$ cat config.mk
export PLATFORM = sky130hd
export DESIGN_NAME = s832a_resp_misr_flat
export DESIGN_NICKNAME = d
export VERILOG_FILES = /design/src/rtl/s832a_test_pkg.sv /design/src/rtl/s832a_resp_misr_if.sv /design/src/rtl/s832a_misr_core.sv /design/src/rtl/s832a_resp_misr.sv /design/src/flat_wrapper.sv
export SDC_FILE = /design/constraint.sdc
export NUM_CORES = 1
export LEC_CHECK = 0
export BUFFER_PORTS_ARGS = -buffer_cell sky130_fd_sc_hd__buf_2
export CORE_UTILIZATION = 38
export DETAILED_ROUTE_END_ITERATION = 12
export HOLD_SLACK_MARGIN = 0.02
export PLACE_DENSITY = 0.66
export SLEW_MARGIN = 15
export SYNTH_ARGS = -nofsm -noshare
export SYNTH_HDL_FRONTEND = slang
export SYNTH_SLANG_ARGS = --single-unit
$ cat constraint.sdc
create_clock -name CK -period 1.55 [get_ports CK]
set_input_delay 0.155 -clock CK [delete_from_list [all_inputs] [get_ports CK]]
set_output_delay 0.155 -clock CK [all_outputs]
set_load 0.05 [all_outputs]
$ cat src/rtl/s832a_test_pkg.sv
// Shared types and constants for the s832a response compactor slice.
// Holds the FSM state type, core I/O counts, default MISR taps/seed and the MISR step function.
package s832a_test_pkg;

  localparam int S832A_NUM_OUT = 19;
  localparam int S832A_NUM_IN  = 18;

  localparam logic [S832A_NUM_OUT-1:0] S832A_POLY_DEFAULT = 19'h00027;
  localparam logic [S832A_NUM_OUT-1:0] S832A_SEED_DEFAULT = 19'h00000;

  typedef enum logic [1:0] {
    ST_IDLE = 2'd0,
    ST_RUN  = 2'd1,
    ST_DONE = 2'd2
  } misr_state_t;

  // One MISR step: shift left, fold the dropped MSB back through the taps, absorb the response.
  function automatic logic [S832A_NUM_OUT-1:0] misr_next(
    input logic [S832A_NUM_OUT-1:0] sig,
    input logic [S832A_NUM_OUT-1:0] resp,
    input logic [S832A_NUM_OUT-1:0] poly
  );
    return {sig[S832A_NUM_OUT-2:0], 1'b0} ^ (sig[S832A_NUM_OUT-1] ? poly : '0) ^ resp;
  endfunction

endpackage

$ cat src/rtl/s832a_resp_misr_if.sv
// Bus between the test sequencer (master) and the response compactor (slave).
// resp_mask exists only when S832A_MISR_MASK_EN is defined.
interface s832a_resp_misr_if
  import s832a_test_pkg::*;
#(
  parameter int WIDTH = S832A_NUM_OUT,
  parameter int CW    = 16
);
  // Handshake: a beat is accepted on a rising CK edge when in_valid=1 while busy=1 and start=0;
  // there is no backpressure, so the sequencer never waits for a ready.
  logic             start;
  logic             in_valid;
  logic [WIDTH-1:0] resp;
  logic [WIDTH-1:0] golden;
`ifdef S832A_MISR_MASK_EN
  logic [WIDTH-1:0] resp_mask;
`endif
  logic             busy;
  logic             done;
  logic             pass;
  logic [WIDTH-1:0] sig;
  logic [CW-1:0]    beat_cnt;
  misr_state_t      dbg_state;

`ifdef S832A_MISR_MASK_EN
  modport master (output start, in_valid, resp, golden, resp_mask,
                  input  busy, done, pass, sig, beat_cnt, dbg_state);
  modport slave  (input  start, in_valid, resp, golden, resp_mask,
                  output busy, done, pass, sig, beat_cnt, dbg_state);
`else
  modport master (output start, in_valid, resp, golden,
                  input  busy, done, pass, sig, beat_cnt, dbg_state);
  modport slave  (input  start, in_valid, resp, golden,
                  output busy, done, pass, sig, beat_cnt, dbg_state);
`endif

endinterface

$ cat src/rtl/s832a_misr_core.sv
// Pure MISR signature register: synchronous load of a seed, or one compaction step when enabled.
module s832a_misr_core
  import s832a_test_pkg::*;
#(
  parameter int               WIDTH = S832A_NUM_OUT,
  parameter logic [WIDTH-1:0] POLY  = S832A_POLY_DEFAULT,
  parameter logic [WIDTH-1:0] SEED  = S832A_SEED_DEFAULT
) (
  input  logic             CK,
  input  logic             RST,
  input  logic             load,
  input  logic             en,
  input  logic [WIDTH-1:0] seed,
  input  logic [WIDTH-1:0] din,
  output logic [WIDTH-1:0] q
);

  always_ff @(posedge CK or posedge RST) begin
    if (RST) begin
      q <= SEED;
    end else if (load) begin
      q <= seed;
    end else if (en) begin
      q <= misr_next(q, din, POLY);
    end
  end

endmodule

$ cat src/rtl/s832a_resp_misr.sv
// Response compactor for s832a: folds WINDOW accepted beats into a MISR and checks against golden.
// Optional build macro S832A_MISR_MASK_EN adds resp_mask to exclude unstable outputs.
module s832a_resp_misr
  import s832a_test_pkg::*;
#(
  parameter int               WIDTH  = S832A_NUM_OUT,
  parameter logic [WIDTH-1:0] POLY   = S832A_POLY_DEFAULT,
  parameter logic [WIDTH-1:0] SEED   = S832A_SEED_DEFAULT,
  parameter int               WINDOW = 256,
  parameter int               CW     = 16
) (
  input logic                CK,
  input logic                RST,
  s832a_resp_misr_if.slave   bus
);

  localparam logic [CW-1:0] LAST_CNT = CW'(WINDOW - 1);

  misr_state_t      state_q, state_d;
  logic [CW-1:0]    cnt_q;
  logic             pass_q;
  logic [WIDTH-1:0] sig_q;
  logic [WIDTH-1:0] din;
  logic             accept;
  logic             last_beat;

`ifdef S832A_MISR_MASK_EN
  assign din = bus.resp & ~bus.resp_mask;
`else
  assign din = bus.resp;
`endif

  // start has priority: a beat presented with start is discarded, even the final one.
  assign accept    = (state_q == ST_RUN) && bus.in_valid && !bus.start;
  assign last_beat = accept && (cnt_q == LAST_CNT);

  always_ff @(posedge CK or posedge RST) begin
    if (RST) begin
      state_q <= ST_IDLE;
    end else begin
      state_q <= state_d;
    end
  end

  always_comb begin
    state_d = state_q;
    unique case (state_q)
      ST_IDLE: if (bus.start) state_d = ST_RUN;
      ST_RUN: begin
        if (bus.start)      state_d = ST_RUN;
        else if (last_beat) state_d = ST_DONE;
      end
      ST_DONE: if (bus.start) state_d = ST_RUN;
      default: state_d = ST_IDLE;
    endcase
  end

  always_comb begin
    bus.busy      = 1'b0;
    bus.done      = 1'b0;
    bus.dbg_state = state_q;
    unique case (state_q)
      ST_RUN:  bus.busy = 1'b1;
      ST_DONE: bus.done = 1'b1;
      default: ;
    endcase
  end

  always_ff @(posedge CK or posedge RST) begin
    if (RST) begin
      cnt_q  <= '0;
      pass_q <= 1'b0;
    end else if (bus.start) begin
      cnt_q  <= '0;
      pass_q <= 1'b0;
    end else if (accept) begin
      cnt_q <= cnt_q + 1'b1;
      if (last_beat) pass_q <= (misr_next(sig_q, din, POLY) == bus.golden);
    end
  end

  s832a_misr_core #(
    .WIDTH (WIDTH),
    .POLY  (POLY),
    .SEED  (SEED)
  ) u_core (
    .CK   (CK),
    .RST  (RST),
    .load (bus.start),
    .en   (accept),
    .seed (SEED),
    .din  (din),
    .q    (sig_q)
  );

  assign bus.sig      = sig_q;
  assign bus.pass     = pass_q;
  assign bus.beat_cnt = cnt_q;

endmodule

$ cat src/flat_wrapper.sv
// flat-port wrapper written by rule: the top's interface ports become plain ports
module s832a_resp_misr_flat import s832a_test_pkg::*;
#(
  parameter int               WIDTH  = S832A_NUM_OUT,
  parameter logic [WIDTH-1:0] POLY   = S832A_POLY_DEFAULT,
  parameter logic [WIDTH-1:0] SEED   = S832A_SEED_DEFAULT,
  parameter int               WINDOW = 256,
  parameter int               CW     = 16
)
  (CK, RST, bus_start, bus_in_valid, bus_resp, bus_golden, bus_busy, bus_done, bus_pass, bus_sig, bus_beat_cnt, bus_dbg_state);
  s832a_resp_misr_if #(.WIDTH(WIDTH), .CW(CW)) bus_i ();
  input logic CK;
  input logic RST;
  input wire logic [$bits(bus_i.start)-1:0] bus_start;
  input wire logic [$bits(bus_i.in_valid)-1:0] bus_in_valid;
  input wire logic [$bits(bus_i.resp)-1:0] bus_resp;
  input wire logic [$bits(bus_i.golden)-1:0] bus_golden;
  output wire logic [$bits(bus_i.busy)-1:0] bus_busy;
  output wire logic [$bits(bus_i.done)-1:0] bus_done;
  output wire logic [$bits(bus_i.pass)-1:0] bus_pass;
  output wire logic [$bits(bus_i.sig)-1:0] bus_sig;
  output wire logic [$bits(bus_i.beat_cnt)-1:0] bus_beat_cnt;
  output wire logic [$bits(bus_i.dbg_state)-1:0] bus_dbg_state;
  assign bus_i.start = bus_start;
  assign bus_i.in_valid = bus_in_valid;
  assign bus_i.resp = bus_resp;
  assign bus_i.golden = bus_golden;
  assign bus_busy = bus_i.busy;
  assign bus_done = bus_i.done;
  assign bus_pass = bus_i.pass;
  assign bus_sig = bus_i.sig;
  assign bus_beat_cnt = bus_i.beat_cnt;
  assign bus_dbg_state = bus_i.dbg_state;
  s832a_resp_misr #(.WIDTH(WIDTH), .POLY(POLY), .SEED(SEED), .WINDOW(WINDOW), .CW(CW)) u_core (.CK(CK), .RST(RST), .bus(bus_i));
endmodule
==> impl_metrics.py <==
metrics = {
    "worst_setup_path": {
        "critPathMaxFanout": 6,
        "crit_chain": "and3b_2, nand4_1, buf_4, nor3_4, xnor2_1, nor2_1",
        "critical_path_arrival_ns": 1.74,
        "end_kind": "register",
        "cp_slowest_stage_delay_ns": 0.40,
        "cp.required_ns": 1.72,
        "critPathSlowestCell": "dfrtp_2",
        "path_class": "register to register",
        "start_kind": "register",
    },
    "drt": {
        "drtAntennaViolNets": 0,
        "wl_per_cell_um": 13.5,
        "drt_wl_total_um": 5250,
        "drtIter0Drc": 56,
        "post_drt_via_cell_ratio": 4.84,
        "drc": 0,
        "dr.pass1.iters": 4,
        "vias": 1888,
    },
    "flow_run": {
        "maxCapViolCount": 0,
    },
    "clocking": {
        "insertion_delay_ns": 0.29,
        "cts_num_sinks": 38,
        "h-tree-depth": 2,
        "cts_buffer_depth": 2,
        "cts_tree": "yes",
        "cts_buffers": 5,
        "cts-root-buf": "clkbuf_8",
        "clk_pin_slew_ns": 0.08,
    },
    "power_and_ir_drop": {
        "power.density_nw_per_um2": 825,
        "power_frac_seq_pct": 43.1,
        "power_uw": 2540,
        "p_sw_uw": 840,
        "p_int_uw": 1700,
        "combinationalPowerShare_pct": 30.3,
        "ir_drop_mv": 0.392,
        "leakage_uw": 0.00152,
        "switching_share_pct": 33.1,
        "p_clk_share_pct": 26.6,
    },
    "global_routing": {
        "first_global_vias": 1796,
        "grt_max_degree": 40,
        "antenna_found_initial": 0,
        "grt_pass1_wl_um": 8500,
        "gr-total-overflow": 0,
        "grtUsageTotal_pct": 17.7,
    },
    "yosys": {
        "synth.top_cell.area_share_pct": 42.0,
        "yosysTopAreaCell": "dfrtp_1",
        "synthCells": 211,
        "ys_ff_latch": 38,
        "yosysSeqAreaShare_pct": 42.0,
        "synthTopCellsByArea": "dfrtp_1 42%, xnor2_1 13%, xnor3_1 9.9%",
        "yosysWarnings": 0,
        "ys_types": 36,
        "syn-num-nets": 254,
        "synth.cell_area_um2": 2270,
        "avgSynthCellArea_um2": 10.7,
    },
    "sta": {
        "worstMarginPinSlew_ns": 0.687,
        "fmax_mhz": 635,
        "fin_hold_ws_ns": 0.169,
        "setup_tns_ns": -0.0259,
        "rsz0062_at_grt": "true",
        "fin_ws_ns": -0.0259,
        "final-max-slew-violation-count": 0,
        "setup_violations": 1,
        "clock_skew_ns": 0.0121,
        "final-hold-violation-count": 0,
        "layout_min_cycle_time_ns": 1.58,
        "relSlewSlack_pct": 53.9,
        "finalCritPeriodShare_pct": 102,
    },
    "floorplanning": {
        "start_util_pct": 40.2,
        "die-height_um": 79.2,
        "rows": 27,
        "core-area_um2": 5640,
        "io_pins": 82,
        "die_x_um": 79.2,
        "die_area_um2": 6280,
    },
    "placement": {
        "io_buffers": 81,
        "hpwl_um": 4050,
        "gp_congestion": 0.748,
    },
    "cells_and_area": {
        "antenna_cells": 0,
        "fill_cells": 504,
        "syn_to_final_growth_pct": 35.6,
        "nNetsFinal": 360,
        "final_cell_mix": "81 x buf_2, 34 x nor2_1, 33 x xnor2_1",
        "final_common_cell": "buf_2",
        "drive_above_1_share_pct": 44.0,
    },
    "outcome": {
        "violations": "negative setup slack",
        "status": "finished, violations left",
    },
    "hold_path": {
        "hold_path.class": "primary input to register",
    },
}
power by group through the flow:
| stage | registers (µW) | logic [µW] | clock network, µW |
|---|---|---|---|
| after floorplan | 1290 | 351 | 0 |
| after global placement | 1110 | 760 | 0 |
| after detailed placement | 1110 | 766 | 0 |
| after CTS | 1090 | 771 | 696 |
| after global routing | 1100 | 828 | 735 |
| final | 1090 | 767 | 675 |
registers in the layout, summed over array words and instances, names as in the netlist:
signal                flops
u_core.u_core.q          19
u_core.bus.beat_cnt      16
u_core.bus.dbg_state      2
u_core.bus.pass           1
cells by family after synthesis:
kind of cell | Yosys count | synth area share (%)
xor+xnor | 52 | 27.0
mux | 4 | 1.77
flops | 38 | 42.0
simple gates | 73 | 17.7
buf+inv | 14 | 2.70
fa+ha+maj | 1 | 0.552
compound gates | 29 | 8.34
synthesized netlist by cell type:
| master | number |
|---|---|
| a211oi_1 | 16 |
| a21oi_1 | 7 |
| a22o_1 | 1 |
| and2_1 | 1 |
| and3_1 | 2 |
| and3b_1 | 1 |
| and4_1 | 1 |
| and4_4 | 1 |
| buf_1 | 1 |
| buf_2 | 1 |
| buf_4 | 2 |
| clkbuf_1 | 6 |
| dfrtp_1 | 38 |
| ha_1 | 1 |
| inv_1 | 4 |
| mux2i_1 | 4 |
| nand2_1 | 5 |
| nand2b_1 | 1 |
| nand3_1 | 5 |
| nand3b_1 | 1 |
| nand4_1 | 5 |
| nand4_4 | 1 |
| nand4b_4 | 1 |
| nor2_1 | 34 |
| nor2b_1 | 2 |
| nor3_1 | 3 |
| nor3b_1 | 1 |
| nor4_1 | 2 |
| nor4_2 | 1 |
| o21ai_0 | 4 |
| o21ai_1 | 1 |
| or3_1 | 5 |
| xnor2_1 | 33 |
| xnor3_1 | 10 |
| xor2_1 | 8 |
| xor2_4 | 1 |
critical path, delay by kind of cell (launching register included):
family,cells,cell delay [ns]
and+or+nand+nor,4,0.70
xor gates and xnor gates,1,0.13
DFF,1,0.40
buffers and inverters,1,0.22
per-stage QoR:
stage | instances | util (%) | instance area, µm² | setup WS, ns
after floorplan | 211 | - | 2300 | -0.188
after global placement | 378 | 52.1 | 2940 | 0.0146
after detailed placement | 378 | 52.1 | 2940 | -0.00930
after CTS | 387 | 53.7 | 3030 | -0.0118
after global routing | 390 | 54.4 | 3070 | -0.124
final | 390 | 54.4 | 3070 | -0.0259
per-layer routing:
metal	GRT usage, %	up-vias	wire (µm)
met5	0	-	0
met4	5.45	0	78
met3	4.71	10	258
met2	28.4	58	2460
met1	23.4	878	2450
li1	-	942	-
final cells by class:
class                      instances  area (µm²)  share of cell area [%]
tap                               72        90.1                    2.93
inverter                           4        15.0                   0.489
clock buffer                       7        76.3                    2.48
sequential                        38         968                    31.5
clock inverter                     1        7.51                   0.244
multi-input combinational        159        1280                    41.8
timing repair buffer             109         631                    20.5
worst paths after layout:
path	from	endpoint	slack, ns	depth (start not counted)
min in group asynchronous	RST	u_core.u_core.q[2]$_DFFE_PP0P_	0.42	3
max reg2reg	u_core.bus.dbg_state[1]$_DFFE_PP0P_	u_core.bus.beat_cnt[15]$_DFFE_PP0P_	-0.03	6
max	u_core.bus.dbg_state[1]$_DFFE_PP0P_	u_core.bus.beat_cnt[15]$_DFFE_PP0P_	-0.03	6
min reg2reg	u_core.bus.pass$_DFFE_PP0P_	u_core.bus.pass$_DFFE_PP0P_	0.52	2
max in group asynchronous	RST	u_core.bus.dbg_state[0]$_DFFE_PP0P_	0.62	4
min	bus_resp[10]	u_core.u_core.q[10]$_DFFE_PP0P_	0.17	3
repair_timing:
| action | 4_1_cts | 5_1_grt |
|---|---|---|
| pin swaps | 1 | 7 |
| hold buffers | 1 | 0 |
| setup endpoints to repair | 3 | 13 |
| buffers inserted | 0 | 3 |
| hold endpoints to repair | 16 | 0 |
| gates resized for setup | 0 | 4 |
(Power assumes the default switching activity.)
